--- src/rtl/pc_npc.sv ---
// -----------------------------------------------------------------------------
// pc_npc -- program counter and next-PC unit for the single-cycle MIPS datapath.
//
// The unit computes the next fetch address from the current PC and the decoded
// control/operand values, and registers it on the rising clock edge. The
// address can come from four sources: sequential, conditional branch, j/jal or
// jr. If the next address is misaligned or falls outside the instruction
// window, the update is rejected. In that case the unit raises a sticky fault
// flag and halts until reset.
//
// Parameters
//   RESET_PC  : PC after reset and base of the instruction window.
//   IM_WORDS  : window size in words; window = [RESET_PC, RESET_PC + 4*IM_WORDS).
//
// Ports
//   clk        in   system clock, rising edge
//   reset      in   synchronous active-high reset
//   en         in   PC update enable (0 holds pc, instr_cnt, pc_fault)
//   npc_sel    in   [2:0] 0 seq, 1 branch, 2 j/jal, 3 jr, 4-7 seq
//   br_type    in   [2:0] 0 beq, 1 bne, 2 blez, 3 bgtz, 4 bltz, 5 bgez, 6-7 never
//   rs_data    in   [31:0] GPR[rs] for branch compare
//   rt_data    in   [31:0] GPR[rt] for beq/bne
//   imm16      in   [15:0] instruction bits [15:0]
//   imm26      in   [25:0] instruction bits [25:0]
//   jr_target  in   [31:0] GPR[rs] for jr
//   pc         out  [31:0] current fetch address (registered)
//   pc_plus4   out  [31:0] pc + 4, jal link value (combinational)
//   npc        out  [31:0] next PC (combinational, debug)
//   br_taken   out  branch condition true with npc_sel = 1 (combinational)
//   pc_fault   out  sticky halt flag (registered)
//   instr_cnt  out  [31:0] PC updates since reset (registered, wraps)
// -----------------------------------------------------------------------------
module pc_npc #(
    parameter logic [31:0] RESET_PC = 32'h0000_3000,
    parameter int unsigned IM_WORDS = 1024
) (
    input  logic        clk,
    input  logic        reset,
    input  logic        en,
    input  logic [2:0]  npc_sel,
    input  logic [2:0]  br_type,
    input  logic [31:0] rs_data,
    input  logic [31:0] rt_data,
    input  logic [15:0] imm16,
    input  logic [25:0] imm26,
    input  logic [31:0] jr_target,
    output logic [31:0] pc,
    output logic [31:0] pc_plus4,
    output logic [31:0] npc,
    output logic        br_taken,
    output logic        pc_fault,
    output logic [31:0] instr_cnt
);

    typedef enum logic {
        ST_RUN  = 1'b0,
        ST_HALT = 1'b1
    } state_t;

    // Window bounds are held at 33 bits so that a window ending exactly at
    // 2^32 does not wrap to zero.
    localparam logic [32:0] WIN_LO = {1'b0, RESET_PC};
    localparam logic [32:0] WIN_HI = WIN_LO + (33'(IM_WORDS) << 2);

    state_t      r_state;
    logic [31:0] r_pc;
    logic [31:0] r_cnt;
    logic        r_fault;

    logic [31:0] w_pc_plus4;
    logic [31:0] w_br_target;
    logic [31:0] w_j_target;
    logic        w_rs_zero;
    logic        w_rs_neg;
    logic        w_cond;
    logic        w_br_taken;
    logic [31:0] w_npc;
    logic        w_npc_illegal;

    assign w_pc_plus4  = r_pc + 32'd4;
    assign w_br_target = w_pc_plus4 + {{14{imm16[15]}}, imm16, 2'b00};
    assign w_j_target  = {w_pc_plus4[31:28], imm26, 2'b00};

    // The signed compare against zero needs only the sign bit and a zero test.
    assign w_rs_zero = (rs_data == 32'd0);
    assign w_rs_neg  = rs_data[31];

    always_comb begin
        // NOTE: every always_comb output gets a default first, so no path can
        // leave it unassigned and infer a latch.
        w_cond = 1'b0;
        case (br_type)
            3'd0:    w_cond = (rs_data == rt_data);
            3'd1:    w_cond = (rs_data != rt_data);
            3'd2:    w_cond = w_rs_neg | w_rs_zero;
            3'd3:    w_cond = ~w_rs_neg & ~w_rs_zero;
            3'd4:    w_cond = w_rs_neg;
            3'd5:    w_cond = ~w_rs_neg;
            default: w_cond = 1'b0;
        endcase
    end

    assign w_br_taken = (npc_sel == 3'd1) && w_cond;

    always_comb begin
        w_npc = w_pc_plus4;
        case (npc_sel)
            3'd1:    w_npc = w_br_taken ? w_br_target : w_pc_plus4;
            3'd2:    w_npc = w_j_target;
            3'd3:    w_npc = jr_target;
            default: w_npc = w_pc_plus4;
        endcase
    end

    assign w_npc_illegal = (w_npc[1:0] != 2'b00)
                        || ({1'b0, w_npc} <  WIN_LO)
                        || ({1'b0, w_npc} >= WIN_HI);

    // Reset has priority over en. A rejected update leaves pc/instr_cnt
    // untouched and parks the machine in HALT until the next reset.
    always_ff @(posedge clk) begin
        // NOTE: state registers use non-blocking assignments, so every
        // register samples the values from before the edge.
        if (reset) begin
            r_state <= ST_RUN;
            r_pc    <= RESET_PC;
            r_cnt   <= 32'd0;
            r_fault <= 1'b0;
        end else begin
            case (r_state)
                ST_RUN: begin
                    if (en) begin
                        if (w_npc_illegal) begin
                            r_fault <= 1'b1;
                            r_state <= ST_HALT;
                        end else begin
                            r_pc  <= w_npc;
                            r_cnt <= r_cnt + 32'd1;
                        end
                    end
                end
                default: begin
                    r_state <= ST_HALT;
                end
            endcase
        end
    end

    assign pc        = r_pc;
    assign pc_plus4  = w_pc_plus4;
    assign npc       = w_npc;
    assign br_taken  = w_br_taken;
    assign pc_fault  = r_fault;
    assign instr_cnt = r_cnt;

endmodule

--- config.mk ---
export PLATFORM = sky130hd
export DESIGN_NAME = pc_npc
export DESIGN_NICKNAME = d
export VERILOG_FILES = /design/src/rtl/pc_npc.sv
export SDC_FILE = /design/constraint.sdc
export NUM_CORES = 1
export LEC_CHECK = 0
export CAP_MARGIN = 20
export CORE_AREA = 3 3 125 127
export DETAILED_ROUTE_END_ITERATION = 16
export DIE_AREA = 0 0 128 130
export GPL_TIMING_DRIVEN = 1
export PLACE_DENSITY = 0.87
export SLEW_MARGIN = 5
export SYNTH_ARGS = -nofsm -noshare
export SYNTH_HDL_FRONTEND = slang
export SYNTH_SLANG_ARGS = --single-unit
export TNS_END_PERCENT = 1
--- constraint.sdc ---
create_clock -name clk -period 8.9 [get_ports clk]
set_clock_uncertainty 0.05 [all_clocks]
set_input_delay 1.78 -clock clk [delete_from_list [all_inputs] [get_ports clk]]
set_output_delay 1.78 -clock clk [all_outputs]
set_load 0.01 [all_outputs]
==> results of run 1 <==
power groups by stage:
| stage | Clock [mW] | Sequential (mW) | Combinational, mW |
|---|---|---|---|
| after floorplan | 0 | 0.304 | 0.120 |
| after global routing | 0.328 | 0.297 | 0.281 |
| after CTS | 0.314 | 0.298 | 0.259 |
| after detailed placement | 0 | 0.304 | 0.258 |
| after global placement | 0 | 0.304 | 0.257 |
| final | 0.313 | 0.298 | 0.266 |
kinds of logic (layout without fill, tap and decap cells):
group | Yosys count | count (layout) | synth area share [%]
AND/OR/NAND/NOR | 450 | 450 | 34.3
AO/OA/AOI/OAI | 241 | 241 | 21.4
buffers and inverters | 97 | 341 | 5.65
XOR/XNOR | 81 | 81 | 10.0
flip-flops | 66 | 66 | 18.7
adder cells (fa/ha/maj) | 33 | 33 | 5.95
multiplexers | 26 | 26 | 4.02
routing by layer:
layer	track usage [%]	vias up
li1	-	4139
met1	48.7	4209
met2	55.0	536
met3	7.20	73
met4	9.36	0
met5	0	-
how the worst max path moves through the flow:
| stage | to | slack (ps) | start | cells after the start |
|---|---|---|---|---|
| 3_5_place_dp | npc[31] | 1310 | imm16[15] | 12 |
| 6_report | npc[31] | 1190 | imm16[15] | 12 |
| 4_1_cts | npc[31] | 1270 | imm16[15] | 12 |
| 3_3_place_gp | npc[31] | 1310 | imm16[15] | 12 |
| 5_1_grt | npc[31] | 1070 | imm16[15] | 12 |
| 2_1_floorplan | npc[30] | 3030 | imm16[0] | 11 |
sequential cells by signal, summed over array words and instances (netlist names):
name       flops
instr_cnt     32
pc            32
pc_fault       1
r_state        1
placed cells by master (no fill, tap or decap), types with 10 or more instances in the layout:
cell / Yosys / final
or4_1: 12 / 12
nor2b_1: 20 / 20
nor3_1: 26 / 25
o31ai_1: 11 / 11
nor2_1: 98 / 98
a211oi_1: 10 / 10
o21ai_0: 49 / 49
nor4_1: 26 / 26
a21oi_1: 90 / 90
buf_4: 2 / 10
xor2_1: 49 / 49
inv_1: 39 / 39
nand3_1: 47 / 47
xnor2_1: 32 / 32
nand2_1: 77 / 77
clkdlybuf4s50_1: 0 / 275
mux2_1: 13 / 13
nand4_1: 38 / 38
or3_1: 11 / 11
and3_1: 19 / 19
dfxtp_1: 66 / 66
nand2b_1: 16 / 16
nor3b_1: 20 / 20
ha_1: 32 / 32
area by class of cell:
| type | instances | area, µm² | area share, % |
|---|---|---|---|
| Timing Repair Buffer | 287 | 2850 | 28.0 |
| Inverter | 40 | 150 | 1.48 |
| Multi-Input combinational cell | 831 | 5350 | 52.7 |
| Clock inverter | 3 | 17.5 | 0.172 |
| Clock buffer | 11 | 243 | 2.39 |
| Sequential cell | 66 | 1320 | 13.0 |
| Tap cell | 184 | 230 | 2.27 |
==> summary.md, run 1 <==
| Metric | Value |
|---|---|
| Postcts setup bufs | 0 |
| # clock sinks | 66 |
| ANT nets after route | 0 |
| Leading area contributor after synthesis | dfxtp_1 |
| Port bufs | 276 |
| CP max FO | 16 |
| Seq/Total Area, Yosys | 18.7% |
| CTS HTree Levels | 3 |
| Share of the clock period used by the worst path after layout | 86.7% |
| Total Wirelength | 30.9 mm |
| Wire per inst | 21.7 µm |
| Ys flop type | dfxtp_1 |
| Sum Neg Setup Slack | 0 ps |
| Critical R2R Launch | pc[2]$_SDFFE_PP0P_ |
| CTS root buffer | clkbuf_16 |
| Largest cells by area after synthesis | dfxtp_1, a21oi_1, xor2_1 |
| Via count | 8,957 |
| Int Pwr | 613 µW |
| Setup Viol. Count Final | 0 |
| CP max-delay cell | clkdlybuf4s50_1 |
| Slew Viols, Final | 0 |
| Pin count of the biggest net entering global routing | 85 |
| RSZ-0062 raised after global routing | no |
| M1 wire length | 12.9 mm |
| Cell Area, Synth | 0.00707 mm² |
| Final Cell Area | 0.0102 mm² |
| Initial antenna violation count | 0 |
| TritonCTS Buffers | 9 |
| Worst Path Buf+Inv | 3 |
| Worst Path Required | 7070 ps |
| Async S/R FF share, synth | 0% |
| CP max stage delay | 820 ps |
| Ant. Diodes | 0 |
| Maximum vdd ir drop | 124 µV |
| Die Span Y | 130 µm |
| Hpwl dp | 24.8 mm |
| Post-route DRC | 0 |
| Placed cell count | 1,407 |
| Register share of total power | 34.0% |
| Placed Area | 0.00989 mm² |
| Status | finished clean |
| Vias in the first global route | 8,072 |
| Initial Utilization | 48.6% |
| Routed wl met3 | 3.36 mm |
| Critical path, cell by cell | clkdlybuf4s50_1 -> ha_1 -> nand4_1 -> o211ai_1 -> a41oi_1 -> a31oi_1 -> o21ai_1 -> xnor2_1 -> a211oi_1 -> or3_1 -> inv_1 -> clkdlybuf4s50_1 |
| I/O Pins | 277 |
| Tot Pwr | 876 µW |
| Count of cell types in the netlist | 74 |
| Final Critical Period | 7710 ps |
| Worst-path clk slew | 50 ps |
| Hold endpoint | pc[13]$_SDFFE_PP1P_ |
| Clock network power share | 35.7% |
| Post-cts resize count | 0 |
| Max-slew headroom | 26.8% |
| Max Cap Viol | 0 |
| Fraction of layout cells with a size suffix above 1 | 4.36% |
| Yosys warns | 0 |
| Hold Path Depth | 1 |
| Hold Fails Final Rpt | 0 |
| Router iterations before antenna repair | 6 |
| Syn_area_per_cell | 7.11 µm² |
| Final nets | 1,415 |
| Synth Register Bits | 66 |
| Fillers | 1,207 |
| Post-synth EDFFs | 0 |
| FP Rows | 44 |
| Insertion delay to the later sink of the worst-skew pair | 330 ps |
| Reg2reg end | instr_cnt[21]$_SDFFE_PP0P_ |
| Top-count cell post-synth | nor2_1 |
| Top cell type's share of synthesized area | 18.7% |
| Hold path start | pc[13]$_SDFFE_PP1P_ |
| Worst setup EP type | primary output |
| GR Overflow Total | 0 |
| Cts hold-fix bufs | 0 |
| Sw Share | 30.0% |
| Core ar. | 0.0145 mm² |
| Non-filler instance count after layout | 1,422 |
| FF-to-FF setup slack | 2220 ps |
| Crit path max-delay family | buffers and inverters |
| Synth-to-Final Area Change | 43.8% |
| Deepest clock path buffer count | 2 |
| Syn nets | 1,174 |
| Hold Path Class | flop to flop |
| Dpl ws | 1310 ps |
| Arr. time, crit path | 5880 ps |
| Initial DRC count | 924 |
| Worst reg-to-reg path cell count | 17 |
| First-pass GRT wire length | 45.7 mm |
| Combinational power share | 30.3% |
| Final WS setup | 1190 ps |
| Highest clock rate | 0.130 GHz |
| Worst hold margin | 443 ps |
| Leak Pwr | 3.88 nW |
| Worst Setup Start Kind | input pin |
| Die area | 0.0166 mm² |
| Actual slew at the worst max-slew pin | 1090 ps |
| Layout Utilization | 69.9% |
| Drt via density | 6.30 |
| Pwr/cell area | 86.2 mW/mm² |
| Top Layer Used | met4 |
| Die X | 128 µm |
| GPL Wtd Cong | 1.04 |
| Mapped Cells | 994 |
| Cell mode on critical path | clkdlybuf4s50_1 |
| TritonCTS clock tree | built |
| Crit path kind | input pin to primary output |
| P_sw | 263 µW |
| Met2 routed WL | 13.7 mm |
| GR Util All Layers | 34.9% |
| Commonest cells post-synth | nor2_1, a21oi_1, nand2_1 |
(Power assumes the default switching activity.)
==> run 2, diff against run 1 <==
--- a/config.mk
+++ b/config.mk
@@ -11,6 +11,8 @@
 export DIE_AREA = 0 0 128 130
 export GPL_TIMING_DRIVEN = 1
 export PLACE_DENSITY = 0.87
+export SETUP_SLACK_MARGIN = 0.05
+export SKIP_LAST_GASP = 1
 export SLEW_MARGIN = 5
 export SYNTH_ARGS = -nofsm -noshare
 export SYNTH_HDL_FRONTEND = slang
==> results of run 2 <==
Final layout, timing and power as in run 1 (identical DEF).
==> run 3, diff against run 2 <==
--- a/config.mk
+++ b/config.mk
@@ -11,6 +11,7 @@
 export DIE_AREA = 0 0 128 130
 export GPL_TIMING_DRIVEN = 1
 export PLACE_DENSITY = 0.87
+export REMOVE_ABC_BUFFERS = 1
 export SETUP_SLACK_MARGIN = 0.05
 export SKIP_LAST_GASP = 1
 export SLEW_MARGIN = 5
==> run 3 against run 2 <==
Net effect:
- combinational power about the same
- critical path type unchanged
- highest routed layer unchanged
- clock-buffer cell count down 1
- fmax down 2.6%
==> summary.md, run 3 (same netlist as run 1, synthesis figures left out) <==
| Metric | Value |
|---|---|
| Worst Path Required | 7070 ps (about the same) |
| Final Critical Period | 7920 ps (+208 ps) |
| TritonCTS Buffers | 9 (unchanged) |
| Leak Pwr | 3.93 nW (+1.1%) |
| Via count | 8,970 (+0.15%) |
| TritonCTS clock tree | built |
| CTS root buffer | clkbuf_16 |
| I/O Pins | 277 (unchanged) |
| Setup Viol. Count Final | 0 (unchanged) |
| FP Rows | 44 (unchanged) |
| Worst Setup Start Kind | input pin |
| Post-route DRC | 0 (unchanged) |
| Cts hold-fix bufs | 0 (unchanged) |
| Ant. Diodes | 0 (unchanged) |
| Slew Viols, Final | 0 (unchanged) |
| Hpwl dp | 24.4 mm (-1.5%) |
| GR Util All Layers | 36.0% (+1.0 points) |
| Pwr/cell area | 95.1 mW/mm² (+10%) |
| Drt via density | 6.30 (about the same) |
| Die area | 0.0166 mm² (unchanged) |
| Worst-path clk slew | 50 ps (about the same) |
| Vias in the first global route | 8,461 (+4.8%) |
| Total Wirelength | 31.3 mm (+1.1%) |
| Postcts setup bufs | 0 (unchanged) |
| ANT nets after route | 0 (unchanged) |
| Sum Neg Setup Slack | 0 ps (unchanged) |
| Final nets | 1,415 (unchanged) |
| RSZ-0062 raised after global routing | no |
| Dpl ws | 1010 ps (-296 ps) |
| # clock sinks | 66 (unchanged) |
| Wire per inst | 21.9 µm (+0.92%) |
| Synth-to-Final Area Change | 45.0% |
| Actual slew at the worst max-slew pin | 1130 ps (+32.5 ps) |
| Final WS setup | 979 ps (-208 ps) |
| Fraction of layout cells with a size suffix above 1 | 4.60% (+0.23 points) |
| Most common cell after layout, fill and taps aside | clkdlybuf4s50_1 |
| Initial DRC count | 824 (-11%) |
| Hold Fails Final Rpt | 0 (unchanged) |
| Core ar. | 0.0145 mm² (unchanged) |
| Status | finished clean |
| Max Cap Viol | 0 (unchanged) |
| Placed cell count | 1,408 (+0.071%) |
| Initial Utilization | 48.6% (unchanged) |
| Router iterations before antenna repair | 5 (-1) |
| GR Overflow Total | 0 (unchanged) |
| Arr. time, crit path | 6090 ps (+210 ps) |
| Worst setup EP type | primary output |
| Initial antenna violation count | 0 (unchanged) |
| CTS HTree Levels | 3 (unchanged) |
| Max-slew headroom | 25.0% (-1.8 points) |
| Share of the clock period used by the worst path after layout | 89.0% (+2.3 points) |
| Die Span Y | 130 µm (unchanged) |
| Non-filler instance count after layout | 1,424 (+0.14%) |
| GPL Wtd Cong | 1.03 (-0.71%) |
| First-pass GRT wire length | 47.2 mm (+3.4%) |
| Highest clock rate | 0.126 GHz (-2.6%) |
| CP max FO | 21 (+5) |
| Hold Path Class | flop to flop |
| Pin count of the biggest net entering global routing | 85 (unchanged) |
| Insertion delay to the later sink of the worst-skew pair | 330 ps (about the same) |
| Die X | 128 µm (unchanged) |
| Port bufs | 276 (unchanged) |
| Most frequent cells in the layout | clkdlybuf4s50_1, nor2_1, a21oi_1, nand2_1, dfxtp_1 |
| Maximum vdd ir drop | 151 µV (+21%) |
| Deepest clock path buffer count | 2 (unchanged) |
| Crit path kind | input pin to primary output |
| Post-cts resize count | 0 (unchanged) |
-- run 3: cell count changes in the layout (fill, tap and decap cells not counted), sizes merged --
| cell | change |
|---|---|
| clkinvlp | -1 |
| clkbuf | -1 |
| inv | +1 |
| bufinv | +3 |
-- run 3: routing by layer --
metal  routed length (µm)  global-route usage, %  vias up
met4                 1070                   14.4        0
li1                     -                      -     4158
met1                11800                   43.5     4209
met3                 3110                   7.98       89
met5                    0                      0        -
met2                15200                   62.1      514
-- run 3: path summary, 6_finish.rpt --
check	depth (start not counted)	startpoint	slack (ps)	to
setup / recovery	11	rs_data[17]	980	npc[31]
hold / removal	1	pc[13]$_SDFFE_PP1P_	440	pc[13]$_SDFFE_PP1P_
setup reg to reg	17	pc[2]$_SDFFE_PP0P_	1980	instr_cnt[19]$_SDFFE_PP0P_
hold reg to reg	1	pc[13]$_SDFFE_PP1P_	440	pc[13]$_SDFFE_PP1P_
-- run 3: area by class of cell --
| cell class | instances | area, µm² |
|---|---|---|
| Clock buffer | 10 | 239 |
| Clock inverter | 6 | 113 |
| Sequential cell | 66 | 1320 |
| Inverter | 40 | 150 |
| Timing Repair Buffer | 287 | 2840 |
| Multi-Input combinational cell | 831 | 5350 |
| Tap cell | 184 | 230 |
| Fill cell | 1184 | 4290 |
-- run 3: power by group --
part | switching (mW) | internal [mW]
clock network | 0.131 | 0.282
logic | 0.139 | 0.125
registers | 0.000892 | 0.296
-- run 3: through the flow --
stage                     cell area [µm²]  utilization [%]  hold slack, ps  power, mW
after floorplan                      6820                -             439      0.411
after global placement               9890             68.1             414      0.559
after detailed placement             9890             68.1             414      0.561
after CTS                           10200             70.5             431      0.974
after global routing                10200             70.5             460       1.01
final                               10200             70.5             437      0.974
-- run 3: critical path, stage by stage --
cell             delay, ps
clkdlybuf4s50_1        460
nor4_1                 500
nand4_1                180
or3_1                  490
nand4_1                120
and3_1                 750
inv_2                  420
and3_1                 270
or3_1                  390
inv_1                  140
clkdlybuf4s50_1        570
